## src/rtl/cpu_fetch.sv

```systemverilog
`default_nettype none
// ============================================================================
// Module   : cpu_fetch
// Brief    : klara-rv instruction fetch stage; one word per fetch, 121-bit
//            record with pre-decoded register indices, stops on control flow.
// Revision : 1.0
// ============================================================================
module cpu_fetch #(
  parameter logic [31:0] RESET_VECTOR = 32'h0000_0000
) (
  input  logic         i_clock,
  input  logic         i_reset,
  output logic         o_bus_request,
  output logic [31:0]  o_bus_address,
  input  logic         i_bus_ready,
  input  logic [31:0]  i_bus_rdata,
  input  logic         i_busy,
  input  logic         i_pc_valid,
  input  logic [31:0]  i_pc,
  output logic [120:0] o_data,
  output logic         o_fault
);

  localparam logic [6:0] c_OP_LOAD_FP  = 7'h07;
  localparam logic [6:0] c_OP_MISC_MEM = 7'h0f;
  localparam logic [6:0] c_OP_AUIPC    = 7'h17;
  localparam logic [6:0] c_OP_STORE    = 7'h23;
  localparam logic [6:0] c_OP_STORE_FP = 7'h27;
  localparam logic [6:0] c_OP_OP       = 7'h33;
  localparam logic [6:0] c_OP_LUI      = 7'h37;
  localparam logic [6:0] c_OP_FMADD    = 7'h43;
  localparam logic [6:0] c_OP_FMSUB    = 7'h47;
  localparam logic [6:0] c_OP_FNMSUB   = 7'h4b;
  localparam logic [6:0] c_OP_FNMADD   = 7'h4f;
  localparam logic [6:0] c_OP_FP       = 7'h53;
  localparam logic [6:0] c_OP_BRANCH   = 7'h63;
  localparam logic [6:0] c_OP_JALR     = 7'h67;
  localparam logic [6:0] c_OP_JAL      = 7'h6f;
  localparam logic [6:0] c_OP_SYSTEM   = 7'h73;

  typedef enum logic [2:0] {
    S_FETCH   = 3'd0,
    S_WAIT    = 3'd1,
    S_EMIT    = 3'd2,
    S_WAIT_PC = 3'd3,
    S_HALT    = 3'd4
  } state_t;

  state_t         r_state, w_state_next;
  logic [31:0]    r_pc, w_pc_next;
  logic [31:0]    r_instr, w_instr_next;
  logic [120:0]   r_data, w_data_next;
  logic           r_fault, w_fault_next;
  logic           r_request, w_request_next;

  logic [6:0]     w_opcode;
  logic [4:0]     w_funct5;
  logic           w_rs1_used, w_rs2_used, w_r4, w_rd_used, w_control;
  logic           w_rs1_fp, w_rs2_fp, w_rd_fp, w_fp_op;
  logic [5:0]     w_rs1, w_rs2, w_rs3, w_rd;
  logic [31:0]    w_pc_plus4;
  logic           w_illegal;

  assign w_opcode   = r_instr[6:0];
  assign w_funct5   = r_instr[31:27];
  assign w_pc_plus4 = r_pc + 32'd4;
  assign w_illegal  = (r_instr[1:0] != 2'b11);

  // Operand format classification from the major opcode
  always_comb begin
    w_rs1_used = 1'b1;
    w_rs2_used = 1'b0;
    w_r4       = 1'b0;
    w_rd_used  = 1'b1;
    w_control  = 1'b0;
    case (w_opcode)
      c_OP_LUI, c_OP_AUIPC: w_rs1_used = 1'b0;
      c_OP_JAL: begin
        w_rs1_used = 1'b0;
        w_control  = 1'b1;
      end
      c_OP_STORE, c_OP_STORE_FP: begin
        w_rs2_used = 1'b1;
        w_rd_used  = 1'b0;
      end
      c_OP_BRANCH: begin
        w_rs2_used = 1'b1;
        w_rd_used  = 1'b0;
        w_control  = 1'b1;
      end
      c_OP_OP, c_OP_FP: w_rs2_used = 1'b1;
      c_OP_FMADD, c_OP_FMSUB, c_OP_FNMSUB, c_OP_FNMADD: begin
        w_rs2_used = 1'b1;
        w_r4       = 1'b1;
      end
      c_OP_JALR, c_OP_SYSTEM, c_OP_MISC_MEM: w_control = 1'b1;
      default: ;
    endcase
  end

  // OP-FP moves/compares/converts touching the integer file clear one bank bit
  assign w_fp_op  = (w_opcode == c_OP_FP);
  assign w_rd_fp  = (w_opcode == c_OP_LOAD_FP) || w_r4 ||
                    (w_fp_op && w_funct5 != 5'h14 && w_funct5 != 5'h18 && w_funct5 != 5'h1c);
  assign w_rs1_fp = w_r4 || (w_fp_op && w_funct5 != 5'h1a && w_funct5 != 5'h1e);
  assign w_rs2_fp = (w_opcode == c_OP_STORE_FP) || w_r4 || w_fp_op;

  assign w_rs1 = w_rs1_used ? {w_rs1_fp, r_instr[19:15]} : 6'd0;
  assign w_rs2 = w_rs2_used ? {w_rs2_fp, r_instr[24:20]} : 6'd0;
  assign w_rs3 = w_r4       ? {1'b1,     r_instr[31:27]} : 6'd0;
  assign w_rd  = w_rd_used  ? {w_rd_fp,  r_instr[11:7]}  : 6'd0;

  always_comb begin
    w_state_next = r_state;
    w_pc_next    = r_pc;
    w_instr_next = r_instr;
    w_data_next  = r_data;
    w_fault_next = r_fault;
    case (r_state)
      S_FETCH: w_state_next = S_WAIT;
      S_WAIT: begin
        if (i_bus_ready) begin
          w_instr_next = i_bus_rdata;
          w_state_next = S_EMIT;
        end
      end
      S_EMIT: begin
        if (!i_busy) begin
          w_data_next = {~r_data[120], r_instr, r_pc, w_rs1, w_rs2, w_rs3, w_rd, w_pc_plus4};
          if (w_illegal) begin
            w_fault_next = 1'b1;
            w_state_next = S_HALT;
          end else if (w_control) begin
            w_state_next = S_WAIT_PC;
          end else begin
            w_pc_next    = w_pc_plus4;
            w_state_next = S_FETCH;
          end
        end
      end
      S_WAIT_PC: begin
        if (i_pc_valid) begin
          if (i_pc[1:0] != 2'b00) begin
            w_fault_next = 1'b1;
            w_state_next = S_HALT;
          end else begin
            w_pc_next    = i_pc;
            w_state_next = S_FETCH;
          end
        end
      end
      S_HALT:  w_state_next = S_HALT;
      default: w_state_next = S_FETCH;
    endcase
  end

  // Request is registered from the upcoming state so it never follows inputs
  assign w_request_next = (w_state_next == S_FETCH) || (w_state_next == S_WAIT);

  always_ff @(posedge i_clock or negedge i_reset) begin
    if (!i_reset) begin
      r_state   <= S_FETCH;
      r_pc      <= RESET_VECTOR;
      r_instr   <= 32'd0;
      r_data    <= '0;
      r_fault   <= 1'b0;
      r_request <= 1'b0;
    end else begin
      r_state   <= w_state_next;
      r_pc      <= w_pc_next;
      r_instr   <= w_instr_next;
      r_data    <= w_data_next;
      r_fault   <= w_fault_next;
      r_request <= w_request_next;
    end
  end

  assign o_bus_request = r_request;
  assign o_bus_address = r_pc;
  assign o_data        = r_data;
  assign o_fault       = r_fault;

endmodule
`default_nettype wire

```

## config.mk

```make
export PLATFORM = sky130hd
export DESIGN_NAME = cpu_fetch
export DESIGN_NICKNAME = d
export VERILOG_FILES = /design/src/rtl/cpu_fetch.sv
export SDC_FILE = /design/constraint.sdc
export NUM_CORES = 1
export LEC_CHECK = 0
export ABC_CLOCK_PERIOD_IN_PS = 2150
export BUFFER_PORTS_ARGS = -buffer_cell sky130_fd_sc_hd__buf_4
export CAP_MARGIN = 10
export CORE_ASPECT_RATIO = 1.1
export CORE_MARGIN = 1.5
export CORE_UTILIZATION = 53
export CTS_BUF_LIST = sky130_fd_sc_hd__clkbuf_16
export DETAILED_ROUTE_END_ITERATION = 12
export PLACE_DENSITY = 0.79
export RECOVER_POWER = 50
export SETUP_SLACK_MARGIN = 0.05
export SYNTH_ARGS = -nofsm -noshare
export SYNTH_HDL_FRONTEND = slang
export SYNTH_SLANG_ARGS = --single-unit
```

## constraint.sdc

```tcl
create_clock -name i_clock -period 2.15 [get_ports i_clock]
set_input_delay 0.215 -clock i_clock [delete_from_list [all_inputs] [get_ports i_clock]]
set_output_delay 0.215 -clock i_clock [all_outputs]
set_load 0.05 [all_outputs]
```

# After elaboration in Yosys (flattened, before gate mapping)

Cells that the tools add are included.

$add $sub $neg: 1
Equality and inequality tests: 34
Muxes and demuxes: 25
Bitwise logic cells: 2
Reduce and logical (&&, ||, !) cells: 24

Operator list:

| operator                                      | number |
|---|---|
| 2-to-1 mux 32 bit                             | 5 |
| one-hot mux 32 bit (2 select lines)           | 1 |
| == test 7 bit, second input constant          | 9 |
| adder 32 x 3 -> 32 bit, second input constant | 1 |
| == test 7 x 6 -> 1 bit, second input constant | 4 |
| != test 5 bit, second input constant          | 5 |
| 2-to-1 mux 6 bit                              | 4 |
| != test 2 bit, second input constant          | 8 |
| 2-to-1 mux 3 bit                              | 5 |
| one-hot mux 3 bit (5 select lines)            | 1 |
| OR reduction 9 bit                            | 1 |
| == test 7 x 3 -> 1 bit, second input constant | 1 |
| == test 7 x 4 -> 1 bit, second input constant | 1 |
| == test 7 x 5 -> 1 bit, second input constant | 1 |
| 2-to-1 mux 1 bit                              | 7 |
| == test 3 x 1 -> 1 bit, second input constant | 2 |
| == test 3 x 2 -> 1 bit, second input constant | 2 |
| logical NOT 3 bit                             | 2 |
| logical OR 1 bit                              | 6 |
| AND reduction 6 bit                           | 1 |
| OR reduction 3 bit                            | 2 |
| logical AND 1 bit                             | 5 |
| AND reduction 5 bit                           | 1 |
| OR reduction 5 bit                            | 1 |
| 7 further kinds                               | 10 |

Register bits: 190
Input bits: 69
Output and inout port bits: 155
Logic and storage cells: 92

# Longest topological paths before layout

Gate-level depths: netlist of the first run.

Depth after elaboration: 9
Gate-level depth with buffers: 8

# Worst setup path before layout of the first run

Ideal clock, no wire load.

Path type: register -> register
Start: reg r_pc[9], in the netlist o_bus_address[9]
End: reg r_pc[25], in the netlist o_bus_address[25]
Library setup time: 123 ps
Data arrival time: 2,114 ps
Slack: -87 ps
Cell stages (with the launch flop): 7
Path buffers: 1
Period minus slack after synthesis: 2,237 ps
Cell sequence: dfrtp_1 buf_2 nand4_1 nor4_2 nand3_1 o22a_1 o22a_1

Cells in the longest elaborated chain, start to end: 5

RTL lines:

| item                                | RTL line | RTL |
|---|---|---|
| from (decl)                         | 50       | `logic [31:0] r_pc, w_pc_next;` |
| from (signal assigned)              | 170      | `r_pc <= w_pc_next;` |
| adder 32 x 3 -> 32 bit              | 66       | `assign w_pc_plus4 = r_pc + 32'd4;` |
| 2-to-1 mux 32 bit                   | 133      | `end else if (w_control) begin` |
| 2-to-1 mux 32 bit                   | 130      | `if (w_illegal) begin` |
| 2-to-1 mux 32 bit                   | 128      | `if (!i_busy) begin` |
| one-hot mux 32 bit (2 select lines) | 119      | `case (r_state)` |

Every way passes these cells. The select of a mux whose other input is x is not followed.
A chain may end at the register's enable or synchronous reset.

# Worst setup path after layout of the first run

Start: reg r_instr[6]
End: reg r_pc[22], in the netlist o_bus_address[22]

Cells in the longest elaborated chain, start to end: 5

RTL lines:

| item                                                           | RTL line | RTL |
|---|---|---|
| from (decl)                                                    | 51       | `logic [31:0] r_instr, w_instr_next;` |
| from (signal assigned)                                         | 171      | `r_instr <= w_instr_next;` |
| == test 7 bit / == test 7 x 4 -> 1 bit (equally long branches) | 76       | `case (w_opcode)` |
| OR reduction 5 bit (no source line) *                          | -        |  |
| 2-to-1 mux 1 bit *                                             | 76       |  |
| != test 2 bit (no source line) *                               | -        |  |
| AND reduction 6 bit (no source line) *                         | -        |  |

Every way passes the cells marked *; elsewhere a longest branch is shown, timed or not.

==> results of run 1 <==
==> metrics by stage <==
step           util [%]  std cells  area [um2]  setup TNS (ns)
2_1_floorplan         -        844        8310               0
3_3_place_gp       68.7       1246       10400               0
3_5_place_dp       68.7       1246       10400         -0.0377
4_1_cts            74.0       1295       11200               0
5_1_grt            72.5       1303       11000               0
6_report           72.5       1303       11000               0
==> state kept, by name, summed over array words and instances, names as in the netlist <==
register	cells
o_data	119
o_bus_address	32
r_instr	32
r_state	3
o_bus_request	1
o_fault	1
==> final timing paths <==
kind | endpoint | slack (ns)
min reg2reg | o_data[70]$_DFFE_PN0P_ | 0.47
max reg2reg | o_bus_address[22]$_DFFE_PN0P_ | 0.13
min in group asynchronous | o_data[62]$_DFFE_PN0P_ | 0.70
min | r_instr[1]$_DFFE_PN0P_ | 0.01
max | o_bus_address[22]$_DFFE_PN0P_ | 0.13
max in group asynchronous | r_instr[1]$_DFFE_PN0P_ | 0.33
==> repair_timing <==
action | CTS | global route
hold buffers | 17 | 0
setup buffers | 0 | 8
pin swaps | 0 | 3
cloned | 0 | 0
endpoints found under the hold margin | 76 | 0
setup endpoints to repair | 18 | 16
resized for setup | 3 | 3
==> placed cells by master, fill, tap and decap left out, types with 3 or more instances in the layout <==
| master | n |
|---|---|
| dfrtp_1 | 181 |
| nor3_1 | 10 |
| clkbuf_16 | 17 |
| a22oi_1 | 19 |
| buf_12 | 8 |
| a22o_1 | 18 |
| buf_4 | 188 |
| and3_1 | 15 |
| o22a_1 | 7 |
| clkinvlp_4 | 3 |
| clkbuf_1 | 77 |
| xor2_1 | 13 |
| o22ai_1 | 23 |
| nand3_1 | 11 |
| inv_6 | 3 |
| inv_1 | 7 |
| clkinv_4 | 4 |
| o2bb2ai_1 | 13 |
| o2bb2a_1 | 5 |
| nand4_1 | 14 |
| nor2_2 | 3 |
| nor2_1 | 32 |
| dlygate4sd3_1 | 17 |
| nand2_1 | 244 |
| and4_1 | 3 |
| xnor2_1 | 16 |
| dfrtp_2 | 7 |
| bufinv_16 | 3 |
| a31oi_1 | 6 |
| mux2_2 | 31 |
| nand2b_1 | 6 |
| o21ai_0 | 49 |
| a21oi_1 | 15 |
| and2_1 | 6 |
==> final cells by class <==
cell class / instances / share of cell area (%)
clock inverter: 15 / 1.72
tap: 196 / 2.23
sequential: 188 / 42.9
inverter: 7 / 0.239
multi-input combinational: 587 / 30.4
timing repair buffer: 293 / 18.7
clock buffer: 17 / 3.87
==> worst max-delay path, cell delays in order (launching register included) <==
cell and delay (ns):
dfrtp_1 0.39, or3b_2 0.49, a21oi_2 0.26, or3_4 0.21, buf_4 0.16, a22oi_1 0.09, o2bb2a_1 0.30
==> logic make-up after synthesis <==
family	share of synthesized area [%]
buf+inv	3.49
flops	56.7
fa+ha+maj	0.151
simple gates	18.7
xor+xnor	3.06
mux	4.21
compound gates	13.6
==> Yosys cell counts, types with 2 or more instances <==
master,count,area (um2)
a31oi_1,6,37.5
nor3_1,12,60.1
nor2_1,34,128
mux2_2,31,349
a22oi_1,19,143
nand2_1,246,923
a21oi_1,16,80.1
a22o_1,18,158
xnor2_1,16,140
nor4_1,2,12.5
and3_1,15,93.8
and2_1,6,37.5
o22ai_1,23,144
or3_1,2,12.5
buf_4,4,30.0
xor2_1,13,114
o2bb2ai_1,13,114
dfrtp_1,188,4700
a211oi_1,2,15.0
nand4_1,14,87.6
buf_2,11,55.1
a2bb2oi_1,2,17.5
o22a_1,7,61.3
inv_1,7,26.3
nor4_2,2,25.0
clkbuf_1,45,169
nor2b_1,2,12.5
o2bb2a_1,5,50.1
o21ai_0,49,245
nand2b_1,6,37.5
and4_1,3,26.3
nand3_1,11,55.1
==> per-layer routing <==
| metal | vias up | share of wire [%] |
|---|---|---|
| met2 | 322 | 50 |
| met3 | 40 | 8.1 |
| li1 | 3394 | - |
| met1 | 3556 | 40 |
| met5 | - | 0 |
| met4 | 0 | 2.6 |
==> report_power, final <==
group	leakage [nW]	switching, mW	internal (mW)
clock network	0.290	1.42	1.85
registers	2.40	1.18	5.06
logic	2.55	6.88	2.74
==> flow_summary.toml, run 1 <==
[floorplanning]
core_mm2 = 0.0152
die_area_mm2 = 0.0164
initial_core_util_pct = 54.6
dieWidth_um = 122
die_h_um = 134
num_rows = 47
io_pins = 224

[route]
first_iter_violations = 561
dr_total_vias = 7312
wl_per_cell_um = 17.9
via_per_inst = 5.61
drc = 0
wl_mm = 23.4
firstDrtPassIters = 5
postRouteAntennaNets = 0

[cts]
clock_sinks = 188
clk_pin_slew_ns = 0.07
clk_path_buf_depth = 2
cts_max_level = 4
clk_latency_ns = 0.44
cts_inserted_buffers = 17
cts-root-buf = "clkbuf_16"
cts_tree = "yes"

[timing]
period_share_pct = 94.1
clock_skew_ns = 0.00915
tightestPinTransition_ns = 1.49
relSlewSlack_pct = 0.345
final.setup.worst_slack_ns = 0.128
setup_violations = 0
hold_viol = 0
period_needed_ns = 2.02
max_freq_mhz = 495
report.final.slew_viol_count = 0
rsz0062_at_grt = "yes"
hold_slack_ns = 0.0132

[cells_and_area]
multiInputGateArea_mm2 = 0.00335
area_growth_pct = 32.7
seqCellArea_mm2 = 0.00471
drive_above_1_share_pct = 25.6
fillers = 1149
layout.nets = 1164
n_antenna_cell = 0

[global_routing]
use_met1_pct = 36.2
grt_pass1_vias = 7286
grt_pass1_wl_mm = 37.1
grt_busiest_layer = "met2"
antenna_found_initial = 0
grt_use_total_pct = 29.2
grt_use_met2_pct = 48.2
grt_overflow = 0
grt_max_degree = 69
met3_usage_pct = 8.04

[critical_path]
cp-start-kind = "flop"
cp-startpoint = "r_instr[6]$_DFFE_PN0P_"
endpoint_kind = "flop"
path_class = "reg -> reg"
r2r_start = "r_instr[6]$_DFFE_PN0P_"
arrival_ns = 2.34
reg2reg_depth = 6
cp_max_fo = 8
required_ns = 2.47

[logic_synthesis]
synthFlopType = "dfrtp_1"
syn_area_mm2 = 0.00829
synth_cell_types = 46
synth_seq_area_share_pct = 56.7
synth-edff-count = 0
synth.ff_latch_count = 188
synthArstFlopShare_pct = 100
synth.avg_cell_area_um2 = 9.82
synth_cells = 844
yosys_warnings = 0
synth_fp_nets = 914

[status]
status = "finished clean"

[flow_run]
maxCapViolCount = 0

[power_and_ir_drop]
power_mw = 19.1
p_per_area_mw_per_mm2 = 1740
ir_worst_vdd_mv = 0.993
p_leak_nw = 5.24

[placed_design]
pre_cts_ws_ns = -0.0152
numPortBuffers = 223
dp_hpwl_mm = 15.5
routabilityCongestion = 0.830

[hold_path]
hold_path.class = "in -> reg"
min_path_cells = 2
hp-start = "i_bus_rdata[1]"
Note: power is estimated with default switching activity, not from simulation.
==> run 2, diff against run 1 <==
--- a/config.mk
+++ b/config.mk
@@ -5,6 +5,7 @@
 export SDC_FILE = /design/constraint.sdc
 export NUM_CORES = 1
 export LEC_CHECK = 0
+export ABC_AREA = 1
 export ABC_CLOCK_PERIOD_IN_PS = 2150
 export BUFFER_PORTS_ARGS = -buffer_cell sky130_fd_sc_hd__buf_4
 export CAP_MARGIN = 10
==> run 2 against run 1 <==
  * Critical endpoint is now o_bus_address[25]$_DFFE_PN0P_
  * Largest power group unchanged
  * Worst setup slack gained 0.20 ns
  * Clock skew is essentially flat
  * Wire length up 1.3%
  * Hold slack better by 0.0092 ns
  * Synthesized cell count increased by 20%
  * Final cell count rose by 10%
  * Global-route usage grew 0.13 points
==> flow_summary.toml, run 2 <==
[status]
status = "finished clean"

[timing]
setup_violations = 0
clock_skew_ns = 0.00927
max_freq_mhz = 549
period_share_pct = 84.7
tightestPinTransition_ns = 1.50
relSlewSlack_pct = 0.243
report.final.slew_viol_count = 0
hold_viol = 0
fin_tns_setup_ns = 0
final.setup.worst_slack_ns = 0.329
rsz0062_at_grt = "no"
period_needed_ns = 1.82

[logic_synthesis]
synth_common_cells = "nand2_1, dfrtp_1, nor2_1, o21ai_0, inv_1"
yosys_warnings = 0
synthArstFlopShare_pct = 100
synth-edff-count = 0
synth.avg_cell_area_um2 = 8.36
synth_seq_area_share_pct = 55.8
synth_fp_nets = 1079
synth_cells = 1009
synth.ff_latch_count = 188
synthTopCellsByArea = "dfrtp_1, nand2_1, nor2_1, o21ai_0, mux2_2"
synth_cell_types = 37
syn_area_mm2 = 0.00844
synth_top_area_share_pct = 55.8
synth_area_leader_cell = "dfrtp_1"
yosysMostFrequentCell = "nand2_1"
synthFlopType = "dfrtp_1"

[global_routing]
grt_use_total_pct = 29.3
antenna_found_initial = 0
grt_max_degree = 76
grt_pass1_vias = 7571
grt_pass1_wl_mm = 37.5
grt_overflow = 0

[cells_and_area]
instances_no_fill = 1439
most-common-layout-cells = "nand2_1, dfrtp_1, buf_4"
fillers = 1383
area_growth_pct = 25.7
largest_reg_flops = 119
final_common_cell = "nand2_1"
n_antenna_cell = 0
layout.nets = 1298
drive_above_1_share_pct = 19.5

[critical_path]
required_ns = 2.47
cp-start-kind = "flop"
timing.rr.end = "o_bus_address[25]$_DFFE_PN0P_"
arrival_ns = 2.14
r2r_start = "o_bus_address[8]$_DFFE_PN0P_"
endpoint_kind = "flop"
reg2reg_depth = 11
path_cells = "nand2_1 -> nor2_1 -> nand2_1 -> inv_1 -> nand2_1 -> nand2_1 -> nand2_1 -> nand2_1 -> nand2_1 -> nand2_1 -> nand2_1"
r2r_slack_ns = 0.33
path_class = "reg -> reg"
cp_max_fo = 6
crit_top_cell = "nand2_1"
cpMaxStageDelayCell = "dfrtp_1"
critPathMaxStageDelay_ns = 0.49

[floorplanning]
initial_core_util_pct = 54.0
die_area_mm2 = 0.0167
die_h_um = 135
core_mm2 = 0.0156
num_rows = 48
dieWidth_um = 123
io_pins = 224

[hold_path]
hp-start = "i_bus_rdata[29]"
hold_path_end = "r_instr[29]$_DFFE_PN0P_"
min_path_cells = 2
hold_path.class = "in -> reg"

[route]
wl_mm = 23.7
drc = 0
first_iter_violations = 564
dr_total_vias = 7686
via_per_inst = 5.34
postRouteAntennaNets = 0
wl_per_cell_um = 16.5
firstDrtPassIters = 6

[placed_design]
dp_hpwl_mm = 17.0
numPortBuffers = 223
pre_cts_ws_ns = 0.321
dp.cells = 1408
routabilityCongestion = 0.930

[cts]
clk_latency_ns = 0.43
cts_inserted_buffers = 17
clk_pin_slew_ns = 0.07
clk_path_buf_depth = 2
cts_max_level = 4
clock_sinks = 188
cts-root-buf = "clkbuf_16"
cts_tree = "yes"

[power_and_ir_drop]
ir_worst_vdd_mv = 1.09
power_mw = 18.4
p_leak_nw = 5.33
p_per_area_mw_per_mm2 = 1730

[flow_run]
maxCapViolCount = 0
-- run 2: cell count changes in the layout (fill, tap and decap cells not counted), moves of 17 or more --
cell / before / now
a22oi_1: 19 / 0
nor2_1: 32 / 92
o22ai_1: 23 / 0
nand3_1: 11 / 36
a22o_1: 18 / 1
inv_1: 7 / 50
nand2_1: 244 / 413
buf_4: 188 / 157
-- run 2: through the flow --
| stage | hold slack, ns | cell area [um2] | utilization [%] |
|---|---|---|---|
| floorplan | -0.0806 | 8440 | - |
| global placement | 0.245 | 10300 | 66.2 |
| detailed placement | 0.248 | 10300 | 66.2 |
| CTS | 0.0146 | 10900 | 69.8 |
| global route | 0.0221 | 10600 | 67.9 |
| finish | 0.0224 | 10600 | 67.9 |
-- run 2: area by class of cell --
cell class	count	area, um2	area share (%)
sequential	188	4700	44.4
tap	200	250	2.36
clock buffer	17	425	4.01
clock inverter	13	129	1.22
inverter	57	216	2.04
multi-input combinational	722	3290	31.0
timing repair buffer	242	1590	15.0
-- run 2: cell families (layout without fill, tap and decap cells) --
logic type	count (synthesis)	after routing	share of synthesized area (%)
simple gates	571	571	26.9
mux	28	28	3.62
xor+xnor	10	10	1.04
buf+inv	99	329	5.38
fa+ha+maj	1	1	0.148
flops	188	188	55.8
compound gates	112	112	7.13
-- run 2: critical path, delay by kind of cell, from the launching register on --
kind | cells | cell delay (ns)
and+or+nand+nor | 10 | 1.02
DFF | 1 | 0.49
buffers and inverters | 1 | 0.21
-- run 2: worst max path at each step --
stage                                       startpoint                             to
final                     o_bus_address[8]$_DFFE_PN0P_  o_bus_address[25]$_DFFE_PN0P_
after global routing                           i_reset        o_data[116]$_DFFE_PN0P_
after CTS                 o_bus_address[2]$_DFFE_PN0P_  o_bus_address[16]$_DFFE_PN0P_
after detailed placement  o_bus_address[2]$_DFFE_PN0P_  o_bus_address[10]$_DFFE_PN0P_
after global placement    o_bus_address[3]$_DFFE_PN0P_   o_bus_address[8]$_DFFE_PN0P_
after floorplan           o_bus_address[2]$_DFFE_PN0P_  o_bus_address[16]$_DFFE_PN0P_
-- run 2: what timing repair did --
action / 4_1_cts / 5_1_grt
gates resized for setup: 0 / 1
endpoints found under the hold margin: 61 / 0
hold buffers: 1 / 0
setup endpoints to repair: 0 / 1
buffers inserted: 0 / 0
-- run 2: layer usage --
metal,track usage (%),vias to the layer above,wire length (um)
met5,0,-,0
met4,12.8,0,849
met3,5.13,62,1810
met2,49.9,330,11700
met1,36.5,3661,9370
li1,-,3633,-
-- run 2: power by group --
| group | internal [mW] | total (mW) | switching (mW) |
|---|---|---|---|
| clock | 1.68 | 3.01 | 1.33 |
| sequential | 5.02 | 6.17 | 1.16 |
| combinational | 2.34 | 9.17 | 6.83 |
| total | 9.04 | 18.4 | 9.31 |
==> run 3, diff against run 2 <==
--- a/config.mk
+++ b/config.mk
@@ -5,8 +5,8 @@
 export SDC_FILE = /design/constraint.sdc
 export NUM_CORES = 1
 export LEC_CHECK = 0
-export ABC_AREA = 1
-export ABC_CLOCK_PERIOD_IN_PS = 2150
+export ABC_AREA = 0
+export ABC_CLOCK_PERIOD_IN_PS = 1700
 export BUFFER_PORTS_ARGS = -buffer_cell sky130_fd_sc_hd__buf_4
 export CAP_MARGIN = 10
 export CORE_ASPECT_RATIO = 1.1
==> constraint.sdc (replaced) <==
create_clock -name i_clock -period 1.7 [get_ports i_clock]
set_input_delay 0.17 -clock i_clock [delete_from_list [all_inputs] [get_ports i_clock]]
set_output_delay 0.17 -clock i_clock [all_outputs]
set_load 0.05 [all_outputs]
==> run 3 against run 2 <==
  * The flow now finishes with violations (setup timing)
  * Count of clock-buffer cells in the layout stayed put
  * Clock skew about the same
  * Fmax fell by 0.74%
  * Via count increased by 6.8%
  * Wire length increased by 20%
  * Critical path depth is 3 lower
  * Register-to-register slack got worse by 0.46 ns
  * Core utilization rose by 15 points
  * Clock power increased by 47%
  * Highest routed layer unchanged
==> flow_summary.toml, run 3 (synthesized netlist as in run 1, its figures left out) <==
[status]
violations = "setup timing"
status = "complete, but fails checks"

[timing]
hold_viol = 0
max_freq_mhz = 545
period_share_pct = 108
period_needed_ns = 1.83
tightestPinTransition_ns = 0.841
relSlewSlack_pct = 44.0
setup_violations = 49
hold_slack_ns = 0.00671
final.setup.worst_slack_ns = -0.135
report.final.slew_viol_count = 0
rsz0062_at_grt = "yes"
clock_skew_ns = 0.00950

[critical_path]
cpMaxStageDelayCell = "or3_4"
cp_max_fo = 8
cp-start-kind = "flop"
critPathTopFamily = "simple AND/OR/NAND/NOR gates"
critPathMaxStageDelay_ns = 0.44
crit_top_cell = "buf_4"
r2r_slack_ns = -0.13
timing.rr.end = "o_bus_address[25]$_DFFE_PN0P_"
arrival_ns = 2.20
r2r_start = "r_instr[6]$_DFFE_PN0P_"
path_cells = "buf_4 -> nand2_4 -> buf_4 -> a21oi_4 -> or3_4 -> buf_12 -> a22oi_1 -> o22a_1"
crit_buf_inv = 3
path_class = "reg -> reg"
endpoint_kind = "flop"
reg2reg_depth = 8
required_ns = 2.07

[cells_and_area]
n_antenna_cell = 0
most-common-layout-cells = "buf_4, nand2_1, dfrtp_1"
instances_no_fill = 1393
layout.nets = 1254
area_growth_pct = 52.5
drive_above_1_share_pct = 39.7
final_common_cell = "buf_4"
largest_reg_flops = 119
fin_area_mm2 = 0.0126

[cts]
cts-root-buf = "clkbuf_16"
cts_max_level = 4
cts_inserted_buffers = 17
clk_path_buf_depth = 2
cts_tree = "yes"
clock_sinks = 188
clk_latency_ns = 0.44
clk_pin_slew_ns = 0.07

[route]
dr_total_vias = 8205
postRouteAntennaNets = 0
wl_per_cell_um = 20.3
via_per_inst = 5.89
firstDrtPassIters = 7
drc = 0
first_iter_violations = 653
wl_mm = 28.3

[global_routing]
grt_pass1_vias = 7803
grt_max_degree = 60
antenna_found_initial = 0
grt_pass1_wl_mm = 40.1
grt_use_total_pct = 31.6
grt_overflow = 0

[floorplanning]
num_rows = 47
io_pins = 224
initial_core_util_pct = 54.6
die_h_um = 134
core_mm2 = 0.0152
die_area_mm2 = 0.0164
dieWidth_um = 122

[placed_design]
numPortBuffers = 223
dp.cells = 1299
placed_area_mm2 = 0.0110
routabilityCongestion = 0.856
dp_hpwl_mm = 16.5
pre_cts_ws_ns = -0.146

[power_and_ir_drop]
ir_worst_vdd_mv = 1.45
p_leak_nw = 6.05
p_per_area_mw_per_mm2 = 2120

[hold_path]
hold_path_end = "o_bus_address[14]$_DFFE_PN0P_"
hold_path.class = "in -> reg"
min_path_cells = 3
hp-start = "i_pc[14]"

[flow_run]
maxCapViolCount = 0
## run 3: cell type report
type | instances | area, um2
Tap cell | 196 | 245
Timing Repair Buffer | 382 | 3080
Sequential cell | 188 | 4730
Clock inverter | 15 | 223
Inverter | 7 | 26.3
Fill cell | 849 | 2530
Clock buffer | 17 | 425
Multi-Input combinational cell | 588 | 3920
## run 3: worst max-delay path by stage
| stage | startpoint | endpoint | slack, ns | cells past startpoint |
|---|---|---|---|---|
| detailed placement | r_state[2]$_DFF_PN0_ | o_bus_address[31]$_DFFE_PN0P_ | -0.15 | 9 |
| CTS | r_state[2]$_DFF_PN0_ | o_bus_address[29]$_DFFE_PN0P_ | -0.12 | 6 |
| global route | r_state[2]$_DFF_PN0_ | o_bus_address[8]$_DFFE_PN0P_ | -0.18 | 8 |
| floorplan | o_bus_address[14]$_DFFE_PN0P_ | o_bus_address[25]$_DFFE_PN0P_ | -0.25 | 6 |
| finish | r_instr[6]$_DFFE_PN0P_ | o_bus_address[25]$_DFFE_PN0P_ | -0.13 | 8 |
| global placement | o_bus_address[3]$_DFFE_PN0P_ | o_bus_address[30]$_DFFE_PN0P_ | -0.10 | 6 |
## run 3: what timing repair did
item,CTS,global route
endpoints found under the hold margin,85,0
setup buffers,10,14
gates resized for setup,59,70
setup endpoints to repair,83,115
hold buffers,34,0
pin swaps,39,36
gates cloned,0,6
## run 3: per-layer routing
metal	wire (um)	GRT usage [%]	vias up	part of all wire (%)
met4	1060	12.8	0	3.7
met2	14700	53.5	437	52
li1	-	-	3600	-
met5	0	0	-	0
met3	2000	8.16	89	7.1
met1	10600	38.4	4079	37
## run 3: through the flow
step | util (%) | setup TNS [ns] | power (mW)
final | 83.3 | -2.87 | 26.9
after global placement | 72.6 | -0.645 | 20.9
after CTS | 81.4 | -1.68 | 26.1
after detailed placement | 72.6 | -3.11 | 21.3
after floorplan | - | -4.60 | 16.6
after global routing | 83.3 | -5.58 | 27.9
## run 3: power breakdown
part / leakage, nW / switching, mW / internal (mW)
clock: 0.315 / 1.90 / 2.52
combinational: 3.35 / 9.79 / 4.85
sequential: 2.38 / 1.36 / 6.42
## run 3: worst reg2reg max path, cell delays in order (launching register included)
cell	delay [ns]
dfrtp_1	0.42
buf_4	0.16
nand2_4	0.06
buf_4	0.11
a21oi_4	0.07
or3_4	0.44
buf_12	0.17
a22oi_1	0.18
o22a_1	0.16
